`src/rtl/cmd_ram_param.sv`:
```
// Command-driven single-port RAM with a valid/ready read-out channel.
// Optional feature macro: CMD_RAM_AUTO_INC_EN (address auto-increment after each write/read).
module cmd_ram_param #(
    parameter int ADDR_SIZE  = 8,
    parameter int DATA_WIDTH = 8,
    parameter int MEM_DEPTH  = 256
) (
    input  logic                  clk,
    input  logic                  rst,
    input  logic [DATA_WIDTH+1:0] din,
    input  logic                  rx_valid,
    input  logic                  tx_ready,
    output logic [DATA_WIDTH-1:0] dout,
    output logic                  tx_valid,
    output logic                  err
);

    typedef enum logic {IDLE, HOLD} state_t;

    localparam logic [ADDR_SIZE:0] DEPTH_W = (ADDR_SIZE+1)'(MEM_DEPTH);

    logic [DATA_WIDTH-1:0] mem [MEM_DEPTH];

    state_t                state_q;
    logic [ADDR_SIZE-1:0]  waddr_q, waddr_d;
    logic [ADDR_SIZE-1:0]  raddr_q, raddr_d;
    logic [DATA_WIDTH-1:0] dout_q;
    logic                  tx_valid_q;
    logic                  err_q;

    logic [1:0]            cmd;
    logic [DATA_WIDTH-1:0] payload;
    logic [ADDR_SIZE-1:0]  paddr;
    logic                  addr_ok;
    logic                  set_w, wr, set_r, rd;
    logic                  rd_acc, rd_drop, reject;

    assign cmd     = din[DATA_WIDTH+1:DATA_WIDTH];
    assign payload = din[DATA_WIDTH-1:0];
    assign paddr   = payload[ADDR_SIZE-1:0];
    assign addr_ok = {1'b0, paddr} < DEPTH_W;

    assign set_w = rx_valid && (cmd == 2'b00);
    assign wr    = rx_valid && (cmd == 2'b01);
    assign set_r = rx_valid && (cmd == 2'b10);
    assign rd    = rx_valid && (cmd == 2'b11);

    // A read is taken unless a word is still waiting for a consumer that is not ready.
    assign rd_acc  = rd && ((state_q == IDLE) || tx_ready);
    assign rd_drop = rd && (state_q == HOLD) && !tx_ready;
    assign reject  = ((set_w || set_r) && !addr_ok) || rd_drop;

`ifdef CMD_RAM_AUTO_INC_EN
    localparam logic [ADDR_SIZE-1:0] LAST = ADDR_SIZE'(MEM_DEPTH - 1);

    function automatic logic [ADDR_SIZE-1:0] inc(input logic [ADDR_SIZE-1:0] a);
        return (a == LAST) ? '0 : a + 1'b1;
    endfunction
`endif

    always_comb begin
        waddr_d = waddr_q;
        raddr_d = raddr_q;
        if (set_w && addr_ok) waddr_d = paddr;
        if (set_r && addr_ok) raddr_d = paddr;
`ifdef CMD_RAM_AUTO_INC_EN
        if (wr)     waddr_d = inc(waddr_q);
        if (rd_acc) raddr_d = inc(raddr_q);
`endif
    end

    // Storage carries no reset so contents survive rst.
    always_ff @(posedge clk) begin
        if (wr && !rst) mem[waddr_q] <= payload;
    end

    always_ff @(posedge clk) begin
        if (rst) begin
            state_q    <= IDLE;
            waddr_q    <= '0;
            raddr_q    <= '0;
            dout_q     <= '0;
            tx_valid_q <= 1'b0;
            err_q      <= 1'b0;
        end else begin
            waddr_q <= waddr_d;
            raddr_q <= raddr_d;
            err_q   <= reject;
            case (state_q)
                IDLE: begin
                    if (rd_acc) begin
                        dout_q     <= mem[raddr_q];
                        tx_valid_q <= 1'b1;
                        state_q    <= HOLD;
                    end
                end
                HOLD: begin
                    if (rd_acc) begin
                        dout_q <= mem[raddr_q];
                    end else if (tx_ready) begin
                        tx_valid_q <= 1'b0;
                        state_q    <= IDLE;
                    end
                end
                default: begin
                    tx_valid_q <= 1'b0;
                    state_q    <= IDLE;
                end
            endcase
        end
    end

    assign dout     = dout_q;
    assign tx_valid = tx_valid_q;
    assign err      = err_q;

endmodule

```
`config.mk`:
```
export PLATFORM = sky130hd
export DESIGN_NAME = cmd_ram_param
export DESIGN_NICKNAME = d
export VERILOG_FILES = /design/src/rtl/cmd_ram_param.sv
export SDC_FILE = /design/constraint.sdc
export NUM_CORES = 2
export LEC_CHECK = 0
export BUFFER_PORTS_ARGS = -buffer_cell sky130_fd_sc_hd__buf_2
export CAP_MARGIN = 15
export CORE_MARGIN = 4
export CORE_UTILIZATION = 40
export CTS_BUF_LIST = sky130_fd_sc_hd__clkbuf_16
export CTS_CLUSTER_DIAMETER = 200
export CTS_CLUSTER_SIZE = 40
export DETAILED_ROUTE_END_ITERATION = 6
export GPL_TIMING_DRIVEN = 0
export PLACE_DENSITY = 0.56
export SYNTH_ARGS = -nofsm -noshare
export SYNTH_HDL_FRONTEND = slang
export SYNTH_SLANG_ARGS = --single-unit
```
`constraint.sdc`:
```
create_clock -name clk -period 7.67 [get_ports clk]
set_input_delay 1.534 -clock clk [delete_from_list [all_inputs] [get_ports clk]]
set_output_delay 1.534 -clock clk [all_outputs]
set_load 0.02 [all_outputs]
```
==> results.toml <==
[status]
status = "finished, final reports clean"

[setup_path]
critPathMaxFanout = 12
worstPathRequired_ps = 8390
crit_top_cell = "buf_2"
worst_setup_path_start_kind = "register"
cp_slowest_cell = "clkbuf_1"
path_buf_inv = 5
r2r_start = "raddr_q[4]"
cp_top_family = "buffers and inverters"
r2r_end = "dout[3]"
path_cells = "buf_2 -> buf_2 -> buf_2 -> buf_2 -> clkbuf_1 -> nand2_1 -> a21oi_1 -> nor4_1 -> nor3_1 -> nand4b_1 -> o311ai_1"
r2r_setup_slack_ps = 1920
crit_arrival_ps = 6470
crit_path_end_kind = "register"
path_class = "register to register"
ff2ff_path_depth = 11
critPathMaxStageDelay_ps = 1010

[grt]
grt_max_degree = 155
grt_overflow = 0
antenna_found_initial = 19
grt_pass1_vias = 41783
grt_use_total_pct = 27.85
grt_pass1_wl_mm = 392.4

[clock_network]
clk_pin_slew_worst_paths_ps = 170
ctsLongestPathBuffers = 3
clk-insertion-delay-late_ps = 820
htreeDepth = 2
postCtsSetupBuffers = 0
cts-resized-gates = 0
cts_sinks = 2075
clock-root-buffer = "clkbuf_16"
cts-buffers-inserted = 57
cts_hold_buf = 0
cts_tree = "done"

[timing]
slew_headroom_pct = 3.750
setup_ws_ps = 1921
final_hold_viol_count = 0
drv_slew = 0
finClkSkew_ps = 48.24
tightest_slew_ps = 1431
fin_setup_tns_ps = 0
max_freq_mhz = 174.0
final-setup-viol-count = 0
fin_crit_sh_pct = 74.95
period_needed_ps = 5749
rsz0062_at_grt = "no"

[route]
vias_per_cell = 6.395
route.vias.total = 44922
wl_per_cell_um = 42.62
drt-initial-drc-count = 7957
drtAntennaViolNets = 0
dr.pass1.iters = 6
drc = 0
wl_mm = 299.4

[placement]
post-place-ws_ps = 2272
place_hpwl_mm = 210.3
port-buffer-count = 23
gp_congestion = 1.032

[floorplan]
pin_count = 24
coreArea_mm2 = 0.2027
dieArea_mm2 = 0.2118
die_h_um = 460.3
rows = 165
die_x_um = 460.3
initial_utilization_pct = 40.36

[synth]
synth_flop_cell = "edfxtp_1"
ys_warn_count = 0
syn_nets = 4156
yosysUniqueCellTypes = 74
ys_ff_latch = 2075
seq_area_frac_synth_pct = 75.83
netlist_area_mm2 = 0.08181
synth_area_per_cell_um2 = 19.75
syn-instance-count = 4142
synth-edff-count = 2048
synthArstFlopShare_pct = 0

[hold_path]
min-delay-start = "state_q"
hold_end = "tx_valid"
whs_path_depth = 1
hp-class = "register to register"

[cells_and_area]
mostFrequentLayoutCells = "2048 x edfxtp_1, 340 x mux2i_1, 321 x nor2_1"
final_nets = 4304
final_common_cell = "edfxtp_1"
syn_to_final_growth_pct = 7.752
drive_above_1_share_pct = 15.23

[power_and_ir_drop]
ir_drop_v = 0.0002007
leakagePower_nw = 25.97
p_per_area_mw_per_mm2 = 207.5

[flow_run]
maxCapViolCount = 0
==> sequential cells by signal (all words and copies together), names as in the netlist <==
name,count
err,1
dout,8
mem,2048
state_q,1
raddr_q,8
tx_valid,1
waddr_q,8
==> through the flow <==
stage          power [mW]  hold WS (ps)  std cells  utilization (%)  area [um2]
2_1_floorplan       13.11         448.6       4142                -       81810
3_3_place_gp        13.74         466.6       6837            42.06       85270
3_5_place_dp        13.74         479.8       6897            42.61       86390
4_1_cts             18.27         489.3       7005            43.44       88060
5_1_grt             18.66         544.1       7012            43.47       88120
6_report            18.30         487.0       7025            43.48       88160
==> cell usage after synthesis (all sizes together), types with 3 or more instances <==
cell type  instances  area (um2)
edfxtp          2048       61500
clkbuf           113       629.3
a21oi             52       260.3
dfxtp             27       540.5
buf              139        1364
o21ai             59       295.3
a2111oi            5       50.04
nand2            143       539.3
o221a             10       112.6
o221ai            65       581.8
a211oi            59       442.9
a221oi            14       122.6
a221o              7       70.07
or4                3       22.52
inv                6       22.52
o31ai              3       32.53
o22ai            102       638.1
nand3b             5       37.54
nor2             324        1216
nor4              15       93.84
nand2b             6       37.54
mux2              37       416.7
a31oi             10       62.56
and2              12       76.33
nand4             21       131.4
or2b               3       23.77
o31a               3       26.28
nand3             52       265.3
o211ai             3       22.52
or3b               4       35.03
mux2i            340        3403
nor3              15       75.07
or3                5       31.28
mux4             340        7931
o41ai              6       75.08
nor2b             33       206.5
a22oi             29       217.7
==> how the worst max path moves through the flow <==
stage	start	to	slack [ps]	cells past startpoint
finish	raddr_q[4]	dout[3]	1920	11
detailed placement	raddr_q[4]	dout[3]	2270	11
global placement	rst	mem[134][1]	1220	6
floorplan	din[9]	mem[102][0]	4080	5
CTS	raddr_q[4]	dout[3]	2220	11
global route	raddr_q[4]	dout[3]	2280	11
==> cells by family after synthesis <==
family	after synthesis	share of synthesized area (%)
muxes	717	14.36
AOI/OAI and AO/OA	439	3.811
buffers and inverters	259	2.477
DFF	2075	75.83
and+or+nand+nor	652	3.519
==> layer usage <==
layer	share of wire, %	track usage [%]	wire, um	vias to the layer above
met5	0	0	0	-
met4	5.8	13.16	17230	0
met3	12	8.221	37270	495
met2	43	40.32	128800	2937
met1	39	38.75	116100	24275
li1	-	-	-	17215
==> worst reg2reg max path, cell delays in order, from the launching register on <==
cell and delay (ps):
dfxtp_1 390, buf_2 410, buf_2 480, buf_2 610
buf_2 710, clkbuf_1 1040, nand2_1 110, a21oi_1 440
nor4_1 90, nor3_1 630, nand4b_1 550, o311ai_1 200
==> power by group <==
part / switching (mW) / internal, mW
combinational: 0.793 / 0.278
clock: 3.35 / 1.43
sequential: 0.00935 / 12.4
total: 4.15 / 14.1
==> area by class of cell <==
type                    count  area (um2)
fillers                 17613      114600
multi-input cells        1808       17820
diodes                     14       35.03
plain buffers             253        2009
well taps                2672        3343
repair buffers             89        1217
clock buffers              59        1476
inverters                   6       22.52
clock inverters            49       192.7
flip-flops and latches   2075       62040
Power figures use the tool's default switching activity.
